<file path="src/rtl/player_attack_multi.sv">
// Per-player attack timing engine: N attack types with per-attack total/startup/active frame counts.
// Optional recovery-phase input buffer enabled by defining ATK_INPUT_BUFFER_EN.
module player_attack_multi #(
  parameter int unsigned                  NUM_ATK   = 2,
  parameter int unsigned                  FRAME_W   = 6,
  parameter logic [NUM_ATK*FRAME_W-1:0]   ATK_TOTAL = {6'd26, 6'd18},
  parameter logic [NUM_ATK*FRAME_W-1:0]   ATK_ACT_S = {6'd8,  6'd4 },
  parameter logic [NUM_ATK*FRAME_W-1:0]   ATK_ACT_E = {6'd16, 6'd10},
  localparam int unsigned                 TYPE_W    = $clog2(NUM_ATK + 1)
) (
  input  logic               clk,
  input  logic               reset,
  input  logic               SCEN,
  input  logic               attack_enable,
  input  logic [NUM_ATK-1:0] attack_req,
  input  logic               cancel,
  output logic [TYPE_W-1:0]  attack_type,
  output logic [FRAME_W-1:0] attack_frame,
  output logic               attack_busy,
  output logic               attack_active,
  output logic               hit_start,
  output logic               attack_done
);

  typedef enum logic [1:0] {
    IDLE     = 2'd0,
    STARTUP  = 2'd1,
    ACTIVE   = 2'd2,
    RECOVERY = 2'd3
  } state_t;

  // Elaboration-time sanity of the per-attack frame tables
  if (NUM_ATK < 1 || NUM_ATK > 7) begin : g_bad_num
    $error("player_attack_multi: NUM_ATK must be 1..7");
  end
  for (genvar g = 0; g < NUM_ATK; g++) begin : g_chk
    localparam logic [FRAME_W-1:0] TOT  = ATK_TOTAL[g*FRAME_W +: FRAME_W];
    localparam logic [FRAME_W-1:0] ACTS = ATK_ACT_S[g*FRAME_W +: FRAME_W];
    localparam logic [FRAME_W-1:0] ACTE = ATK_ACT_E[g*FRAME_W +: FRAME_W];
    if (TOT == '0) begin : g_bad_total
      $error("player_attack_multi: attack total must be >= 1");
    end
    if (ACTS > ACTE || ACTE >= TOT) begin : g_bad_window
      $error("player_attack_multi: active window must satisfy ACT_S <= ACT_E < TOTAL");
    end
  end

  function automatic logic [TYPE_W-1:0] lowest_idx(input logic [NUM_ATK-1:0] v);
    lowest_idx = '0;
    for (int i = int'(NUM_ATK) - 1; i >= 0; i--) begin
      if (v[i]) lowest_idx = TYPE_W'(i);
    end
  endfunction

  function automatic logic [FRAME_W-1:0] fld_of(input logic [NUM_ATK*FRAME_W-1:0] p,
                                                input logic [TYPE_W-1:0] k);
    fld_of = '0;
    for (int i = 0; i < int'(NUM_ATK); i++) begin
      if (k == TYPE_W'(i)) fld_of = p[i*FRAME_W +: FRAME_W];
    end
  endfunction

  state_t               state_q, state_d;
  logic [NUM_ATK-1:0]   pend_q, pend_d;
  logic [TYPE_W-1:0]    type_q, type_d;
  logic [FRAME_W-1:0]   frame_q, frame_d;
  logic                 busy_q, busy_d;
  logic                 active_q, active_d;
  logic                 hit_q, hit_d;
  logic                 done_q, done_d;
`ifdef ATK_INPUT_BUFFER_EN
  logic                 buf_v_q, buf_v_d;
  logic [TYPE_W-1:0]    buf_idx_q, buf_idx_d;
`endif

  logic                 tick;
  logic [TYPE_W-1:0]    cur_idx;
  logic [FRAME_W-1:0]   cur_total;
  logic [FRAME_W-1:0]   cur_act_s;
  logic [FRAME_W-1:0]   cur_act_e;
  logic [FRAME_W-1:0]   frame_inc;
  logic                 start_en;
  logic [TYPE_W-1:0]    start_idx;

  assign tick      = SCEN & attack_enable;
  assign cur_idx   = type_q - TYPE_W'(1);
  assign cur_total = fld_of(ATK_TOTAL, cur_idx);
  assign cur_act_s = fld_of(ATK_ACT_S, cur_idx);
  assign cur_act_e = fld_of(ATK_ACT_E, cur_idx);
  assign frame_inc = frame_q + FRAME_W'(1);

  // Next-state and registered-output logic
  always_comb begin
    state_d   = state_q;
    pend_d    = pend_q;
    type_d    = type_q;
    frame_d   = frame_q;
    busy_d    = busy_q;
    active_d  = active_q;
    hit_d     = 1'b0;
    done_d    = 1'b0;
    start_en  = 1'b0;
    start_idx = '0;
`ifdef ATK_INPUT_BUFFER_EN
    buf_v_d   = buf_v_q;
    buf_idx_d = buf_idx_q;
`endif

    if (cancel) begin
      state_d  = IDLE;
      pend_d   = '0;
      type_d   = '0;
      frame_d  = '0;
      busy_d   = 1'b0;
      active_d = 1'b0;
`ifdef ATK_INPUT_BUFFER_EN
      buf_v_d   = 1'b0;
      buf_idx_d = '0;
`endif
    end else begin
      case (state_q)
        IDLE: begin
          pend_d = pend_q | attack_req;
          if (tick && pend_d != '0) begin
            start_en  = 1'b1;
            start_idx = lowest_idx(pend_d);
            pend_d    = '0;
          end
        end
        default: begin
`ifdef ATK_INPUT_BUFFER_EN
          // First recovery press is held; later ones are dropped
          if (state_q == RECOVERY && !buf_v_q && attack_req != '0) begin
            buf_v_d   = 1'b1;
            buf_idx_d = lowest_idx(attack_req);
          end
`endif
          if (tick) begin
            if (frame_q == FRAME_W'(cur_total - FRAME_W'(1))) begin
              done_d   = 1'b1;
              state_d  = IDLE;
              type_d   = '0;
              frame_d  = '0;
              busy_d   = 1'b0;
              active_d = 1'b0;
`ifdef ATK_INPUT_BUFFER_EN
              if (buf_v_d) begin
                start_en  = 1'b1;
                start_idx = buf_idx_d;
                buf_v_d   = 1'b0;
                buf_idx_d = '0;
              end
`endif
            end else begin
              frame_d = frame_inc;
              case (state_q)
                STARTUP: begin
                  if (frame_inc == cur_act_s) begin
                    state_d  = ACTIVE;
                    active_d = 1'b1;
                    hit_d    = 1'b1;
                  end
                end
                ACTIVE: begin
                  if (frame_inc > cur_act_e) begin
                    state_d  = RECOVERY;
                    active_d = 1'b0;
                  end
                end
                default: ;
              endcase
            end
          end
        end
      endcase
    end

    // Common attack launch path, shared by idle start and buffered chain
    if (start_en) begin
      type_d  = start_idx + TYPE_W'(1);
      frame_d = '0;
      busy_d  = 1'b1;
      if (fld_of(ATK_ACT_S, start_idx) == '0) begin
        state_d  = ACTIVE;
        active_d = 1'b1;
        hit_d    = 1'b1;
      end else begin
        state_d  = STARTUP;
        active_d = 1'b0;
      end
    end
  end

  always_ff @(posedge clk or negedge reset) begin
    if (!reset) begin
      state_q   <= IDLE;
      pend_q    <= '0;
      type_q    <= '0;
      frame_q   <= '0;
      busy_q    <= 1'b0;
      active_q  <= 1'b0;
      hit_q     <= 1'b0;
      done_q    <= 1'b0;
`ifdef ATK_INPUT_BUFFER_EN
      buf_v_q   <= 1'b0;
      buf_idx_q <= '0;
`endif
    end else begin
      state_q   <= state_d;
      pend_q    <= pend_d;
      type_q    <= type_d;
      frame_q   <= frame_d;
      busy_q    <= busy_d;
      active_q  <= active_d;
      hit_q     <= hit_d;
      done_q    <= done_d;
`ifdef ATK_INPUT_BUFFER_EN
      buf_v_q   <= buf_v_d;
      buf_idx_q <= buf_idx_d;
`endif
    end
  end

  assign attack_type   = type_q;
  assign attack_frame  = frame_q;
  assign attack_busy   = busy_q;
  assign attack_active = active_q;
  assign hit_start     = hit_q;
  assign attack_done   = done_q;

endmodule

</file>
<file path="config.mk">
export PLATFORM = sky130hd
export DESIGN_NAME = player_attack_multi
export DESIGN_NICKNAME = d
export VERILOG_FILES = /design/src/rtl/player_attack_multi.sv
export SDC_FILE = /design/constraint.sdc
export NUM_CORES = 1
export LEC_CHECK = 0
export CAP_MARGIN = 20
export CORE_MARGIN = 5
export CORE_UTILIZATION = 55
export CTS_CLUSTER_DIAMETER = 40
export DETAILED_ROUTE_END_ITERATION = 12
export HOLD_SLACK_MARGIN = 0.15
export PLACE_DENSITY = 0.83
export SYNTH_ARGS = -nofsm -noshare
export SYNTH_HDL_FRONTEND = slang
export SYNTH_SLANG_ARGS = --single-unit
</file>
<file path="constraint.sdc">
create_clock -name clk -period 6.9 [get_ports clk]
set_input_delay 0.69 -clock clk [delete_from_list [all_inputs] [get_ports clk]]
set_output_delay 0.69 -clock clk [all_outputs]
set_load 0.03 [all_outputs]
</file>
# Word-level counts from Yosys, hierarchy flattened
# Cells that the tools add are included.
totals:
  ff_bits: 16
  inputBits: 7
  out_inout_bits: 12
  word_cells: 102
classes:
  n_addsub: 4
  order_cmp: 1
  eq_ne: 9
  mux: 65
  n_bitwise: 2
  reduce_logical: 13
op_table:
  columns: ["op", "count"]
  rows:
  - ["$mux 6", 9]
  - ["$mux 2", 20]
  - ["$mux 1", 29]
  - ["$eq 6x6->1", 2]
  - ["$mux 5", 2]
  - ["$ne 5x5->1 const B", 2]
  - ["$add 6x1->6 const B", 1]
  - ["$eq 2x1->1 const B", 3]
  - ["$gt 6x6->1", 1]
  - ["$logic_not 2->1", 3]
  - ["$logic_not 6->1", 1]
  - ["$mux 3", 2]
  - ["$reduce_bool 3->1", 2]
  - ["$sub 6x1->6 const B", 1]
  - ["$reduce_and 5->1", 1]
  - ["$reduce_bool 5->1", 1]
  - ["$mux 4", 1]
  - ["$pmux 2 s2", 1]
  - ["$reduce_bool 2->1", 2]
  - ["$ne 3x3->1 const B", 1]
  - ["$reduce_and 3->1", 1]
  - ["$add 2x1->2 const B", 1]
  - ["$eq 2x2->1 const B", 1]
  - ["$or 2x2->2", 1]
  - ["5 further kinds", 5]

# Logic depth before layout (Yosys ltp)
# Gate-level depths: netlist of run 1.
depth:
  depth_word: 13
  mapped_depth: 10
  depth_no_buf: 10

# Worst setup path after synthesis of run 1
# Ideal clock, no wire load.
synth_path:
  kind: "reg-to-reg"
  startpoint: "register frame_q[0], in the netlist attack_frame[0]"
  endpoint: "register state_q[0]"
  setup_ps: 79
  arrival_ps: 2498
  required_time_ps: 6821
  setup_slack_ps: 4323
  stages_incl_launch_ff: 11
  path_buffers: 0
  synth_period_minus_slack_ps: 2577
  path_cell_list: "dfrtp_1 ha_1 nand3_1 xnor2_1 ha_1 and4_1 o21ai_0 a2111o_1 o211a_1 o21ai_2 mux2i_1"
synth_via:
  elab_chain_cells: 6
  elab_cells_between_ends: 13
  cone_classes: "add/sub (1); order compare (1); eq/ne (4); mux (5); reduce/logical (2)"
synth_rtl:
  columns: ["element", "line_no", "text"]
  rows:
  - ["start, declared", "66", "logic [FRAME_W-1:0] frame_q, frame_d;"]
  - ["start signal, assigned", "212", "frame_q <= frame_d;"]
  - ["parallel branches: the longest is 6 deep, another holds $add 6x1->6", null, null]
  - ["end signal, assigned", "209", "state_q <= state_d;"]
  - ["end, declared", "63", "state_t state_q, state_d;"]
# Several ways; the timed one is not identified. The select of a mux whose other input is x is not followed.
# A chain may end at the register's enable or synchronous reset.

# Worst setup path after layout of run 1
# Ends and elaborated chain as after synthesis.

==> results.toml, run 1 <==
[global_route]
antenna_found_initial = 0
grt_pass1_vias = 923
grt_first_pass_wirelength_mm = 4.22
grt_use_total = 0.201
overflow = 0
grt_max_degree = 17

[routing]
drc = 0
drt_iter0_drc = 20
antenna_left = 0
drt-pass1-iter-count = 4
wire_per_inst_um = 14.8
routed-via-count = 909
vias_per_cell = 5.68
wl_mm = 2.37

[place]
portBuffers = 18
dpl.hpwl_mm = 1.85
place_congestion = 0.932
pre_cts_ws_ps = 4280

[cells_and_area]
antenna_cells = 0
multi_input_area_sq_um = 607
final-seq-area_sq_um = 400
num-fill-cells = 160
final_layout_size_suffix_gt1_frac = 0.0827
post-route-util = 0.673
nets = 147
area_growth_pct = 20.1

[sta]
fin_crit_ps = 2610
hold_viol = 0
clock_skew_ps = 2.81
fin_setup_tns_ps = 0
tightest_slew_ps = 716
finalCritPeriodShare = 0.379
whs_ps = 500
max_freq_mhz = 383
rsz0062_at_grt = "false"
report.final.slew_viol_count = 0
slew_headroom = 0.521
fin_ws_ps = 4290
setup_viol = 0

[status]
status = "completed"

[critical_path]
cp-end-kind = "flop"
slowest_stage = "dfrtp_1"
crit_buf_inv = 0
setup.worst_path.start_class = "flop"
arrival_ps = 2820
path_common_cell = "ha_1"
required_ps = 7110
crit_chain = "ha_1, nand3_1, xnor2_1, ha_1, and4_1, o21ai_0, a2111o_1, o211a_1, o21ai_2, mux2i_1"
crit_path_max_incr_delay_ps = 500
path_delay_family = "compound AO/OA/AOI/OAI gates"
worstPathMaxFanout = 7
critical_path_class = "reg2reg"

[synthesis]
synth_area_leader_cell = "dfrtp_1"
yosysTopAreaCellShare = 0.376
synth_commonest_cells = "dfrtp_1 (16), nand2_1 (15), o21ai_0 (9)"
syn-instance-count = 116
async_flop_share = 1.00
synth-seq-area-share = 0.376
synth_area_per_cell_sq_um = 9.19
synth_area_leaders = "dfrtp_1 (38%), ha_1 (7.0%), nand2_1 (5.3%)"
yosysWarnings = 0
synth_area_sq_um = 1070
synthMostInstantiatedCell = "dfrtp_1"
yosysUniqueCellTypes = 40
ys.flop_type = "dfrtp_1"
synth_edf_count = 0
synth_nets = 129
ys_ff_latch = 16

[floorplanning]
num_rows = 16
die_height_um = 54.0
fp.dieW_um = 54.0
start_util = 0.561
core_area_sq_um = 1900
io_pins = 19
die_area_sq_um = 2920

[clock_tree]
cts_resized = 0
cts_tree = "yes"
cts.htree.levels = 1
clockRootBuffer = "clkbuf_4"
cts_setup_buffers = 0
worstSkewPairLatency_ps = 280
clk_pin_slew_ps = 100
ctsHoldBuffers = 0
numCtsBuffers = 3
cts_max_path_buffers = 2
clkSinkCount = 16

[pwr]
ir_drop_uv = 115
power.leakage_nw = 0.540
power_mw = 0.209
powerDensity_nw_per_um2 = 163

[min_path]
hold_path.class = "reg2reg"

[job]
cap_violations = 0
## through the flow
stage,instance area (sq um),instances
final,1280,160
after global routing,1280,160
after CTS,1280,160
after detailed placement,1240,156
after global placement,1240,156
after floorplan,1070,116
## cell families (layout without fill, tap and decap cells)
family,after synthesis,count (layout),share of synthesized area
AOI/OAI and AO/OA,29,29,0.176
muxes,1,1,0.00939
and+or+nand+nor,46,46,0.256
xor gates and xnor gates,7,7,0.0575
buffers and inverters,11,28,0.0551
adders and majority gates,6,6,0.0704
DFF,16,16,0.376
## worst register-to-register path: stages, from the launching register on
cell	delay [ps]
dfrtp_1	500
ha_1	290
nand3_1	110
xnor2_1	170
ha_1	290
and4_1	180
o21ai_0	80
a2111o_1	430
o211a_1	160
o21ai_2	120
mux2i_1	200
## report_power, final
part / internal, mW / total, mW / switching (mW)
Clock: 0.0321 / 0.0624 / 0.0303
Combinational: 0.0187 / 0.0441 / 0.0254
Sequential: 0.0976 / 0.102 / 0.00440
## layout make-up
cell class	count	share of cell area
clock buffer	4	0.0283
inverter	6	0.0176
multi-input combinational	89	0.474
sequential	16	0.313
tap	27	0.0264
timing repair buffer	18	0.141
## worst paths after layout
path	depth (start not counted)	start	slack, ps	end
min in group asynchronous	1	reset	820	pend_q[1]
max in group asynchronous	1	reset	5630	attack_frame[3]
worst min register to register	1	attack_busy	500	attack_busy
worst min-delay path	1	attack_busy	500	attack_busy
worst max register to register	10	attack_frame[0]	4290	state_q[0]
worst max-delay path	10	attack_frame[0]	4290	state_q[0]
## cells in the final DEF, fill, tap and decap left out, drive strengths merged
cell           instances
o211a                  2
or2                    2
a22o                   1
xnor2                  6
clkbuf                 4
ha                     6
a21o                   2
o21a                   1
nand3b                 1
nor3                   4
a21oi                  8
or3                    1
nor2b                  2
nand2                 15
clkdlybuf4s50         18
o21bai                 1
a32o                   1
a31oi                  1
o21ai                 10
nand3                  2
and4                   1
nor4b                  2
o31ai                  1
inv                    6
nand2b                 1
a2111o                 1
nand4                  1
dfrtp                 16
xor2                   1
nor4                   4
or4                    1
nor2                   5
nor3b                  4
mux2i                  1
## flip-flops by register name, summed over array words and instances, names as in the netlist
signal / flops
attack_active: 1
attack_busy: 1
attack_done: 1
attack_frame: 6
attack_type: 2
hit_start: 1
pend_q: 2
state_q: 2
## layer usage
layer  up-vias  global-route usage  routed length, um
met5         -                   0                  0
met3         6              0.0388                104
met2        30               0.347               1210
met1       420               0.249               1010
met4         0              0.0705                 40
li1        453                   -                  -
(Power assumes the default switching activity.)
==> run 2, diff against run 1 <==
--- a/config.mk
+++ b/config.mk
@@ -7,11 +7,11 @@
 export LEC_CHECK = 0
 export CAP_MARGIN = 20
 export CORE_MARGIN = 5
-export CORE_UTILIZATION = 55
+export CORE_UTILIZATION = 51
 export CTS_CLUSTER_DIAMETER = 40
 export DETAILED_ROUTE_END_ITERATION = 12
 export HOLD_SLACK_MARGIN = 0.15
-export PLACE_DENSITY = 0.83
+export PLACE_DENSITY = 0.78
 export SYNTH_ARGS = -nofsm -noshare
 export SYNTH_HDL_FRONTEND = slang
 export SYNTH_SLANG_ARGS = --single-unit
==> constraint.sdc (replaced) <==
create_clock -name clk -period 2.5 [get_ports clk]
set_input_delay 0.25 -clock clk [delete_from_list [all_inputs] [get_ports clk]]
set_output_delay 0.25 -clock clk [all_outputs]
set_load 0.03 [all_outputs]
==> run 2 against run 1 <==
Compared with the run above:
- clock skew rose by 1.4 ps
- largest power group unchanged
- combinational power rose to 2.8 times the previous value
- fmax rose by 13%
- setup slack got worse by 4100 ps
- register-to-register slack got worse by 4100 ps
- critical path depth did not move
- highest routed layer unchanged
- worst hold slack got worse by 110 ps
- first-iteration DRC count fell by 55%
- cell count rose by 3.8%
- final area rose by 3.9%
- flip-flop and latch count did not move
==> results.toml, run 2 (synthesis results as in run 1) <==
[routing]
wl_met2_mm = 1.10
vias_per_cell = 5.70
drt-pass1-iter-count = 4
wl_mm = 2.29
drt_iter0_drc = 9
dr_wl_met3_um = 114
antenna_left = 0
drc = 0
wl_met1_mm = 1.03
routed-via-count = 946
wire_per_inst_um = 13.8
dr.max_layer_used = "met4"

[cells_and_area]
design_area_sq_um = 1330
multi_input_area_sq_um = 609
final_cell_mix = "clkdlybuf4s50_1 (18), nand2_1 (15), dfrtp_1 (14)"
num-fill-cells = 159
final_common_cell = "clkdlybuf4s50_1"
final_layout_size_suffix_gt1_frac = 0.144
final-seq-area_sq_um = 403
antenna_cells = 0
nets = 153
post-route-util = 0.671
largest_reg_flops = 6
area_growth_pct = 24.8

[sta]
clock_skew_ps = 4.18
slew_headroom = 0.500
fin_crit_ps = 2320
tightest_slew_ps = 748
hold_viol = 0
report.final.slew_viol_count = 0
finalCritPeriodShare = 0.928
rsz0062_at_grt = "false"
max_freq_mhz = 431
fin_setup_tns_ps = 0
whs_ps = 392
setup_viol = 0

[clock_tree]
ctsHoldBuffers = 0
cts.htree.levels = 1
clkSinkCount = 16
cts_resized = 0
cts_setup_buffers = 0
cts_tree = "yes"
clk_pin_slew_ps = 100
cts_max_path_buffers = 2
worstSkewPairLatency_ps = 290
clockRootBuffer = "clkbuf_4"
numCtsBuffers = 3

[floorplanning]
fp.dieW_um = 55.7
num_rows = 16
core_area_sq_um = 1980
start_util = 0.538
die_height_um = 55.7
die_area_sq_um = 3100
io_pins = 19

[critical_path]
crit_chain = "ha_1, nand3_1, xnor2_1, ha_1, and4_1, o21ai_0, a2111o_1, o211a_1, o21ai_2, mux2i_1"
crit_path_max_incr_delay_ps = 410
path_common_cell = "ha_1"
required_ps = 2720
arrival_ps = 2540
cp-end-kind = "flop"
worstPathMaxFanout = 2
critical_path_class = "reg2reg"
setup.worst_path.start_class = "flop"
slowest_stage = "dfrtp_2"

[global_route]
overflow = 0
grt_max_degree = 17
grt_first_pass_wirelength_mm = 4.17
antenna_found_initial = 0
grt_use_total = 0.165
grt_pass1_vias = 985

[job]
cap_violations = 0

[place]
dpl.hpwl_mm = 1.80
post_dp_cell_area_sq_um = 1290
place_congestion = 0.920
portBuffers = 18

[pwr]
powerDensity_nw_per_um2 = 435
ir_drop_uv = 328
power.leakage_nw = 0.568

[status]
status = "completed"

[min_path]
hold_path.class = "in2async"
[run 2: changes by cell type in the layout (fill, tap and decap cells not counted), sizes merged]
cell	change
buf	+6
[run 2: final cells by class]
class / count / area share
clock buffer: 4 / 0.0273
multi-input combinational: 89 / 0.458
timing repair buffer: 24 / 0.169
tap: 27 / 0.0254
inverter: 6 / 0.0169
sequential: 16 / 0.303
[run 2: metrics by stage]
step	power, mW	std cells	setup WS, ps
global placement	0.406	162	236
floorplan	0.361	116	59.5
global route	0.619	166	16.2
detailed placement	0.410	162	158
finish	0.578	166	181
CTS	0.584	166	123
[run 2: worst paths after layout]
| path | from | end | slack [ps] | depth (start not counted) |
|---|---|---|---|---|
| worst max-delay path | attack_frame[0] | state_q[0] | 180 | 10 |
| max in group asynchronous | reset | attack_frame[0] | 1590 | 1 |
| worst max register to register | attack_frame[0] | state_q[0] | 180 | 10 |
| worst min register to register | attack_busy | attack_busy | 500 | 1 |
| worst min-delay path | reset | attack_frame[4] | 390 | 1 |
| min in group clk | attack_busy | attack_busy | 500 | 1 |
[run 2: report_power, final]
part           total [mW]  internal, mW  switching [mW]  leakage (nW)
combinational       0.125        0.0545          0.0708         0.331
clock               0.173        0.0888          0.0841        0.0210
sequential          0.280         0.270          0.0103         0.216
total               0.578         0.413           0.165         0.568
[run 2: critical path, delay by kind of cell, from the launching register on]
family / cells / cell delay (ps)
DFF: 1 / 410
AOI/OAI and AO/OA: 4 / 780
adders and majority gates: 2 / 510
xor gates and xnor gates: 1 / 90
and+or+nand+nor: 2 / 270
muxes: 1 / 180
[run 2: per-layer routing]
metal,vias to the layer above,global-route usage
met1,451,0.201
met5,-,0
met4,0,0.0694
met2,27,0.277
met3,5,0.0371
li1,463,-
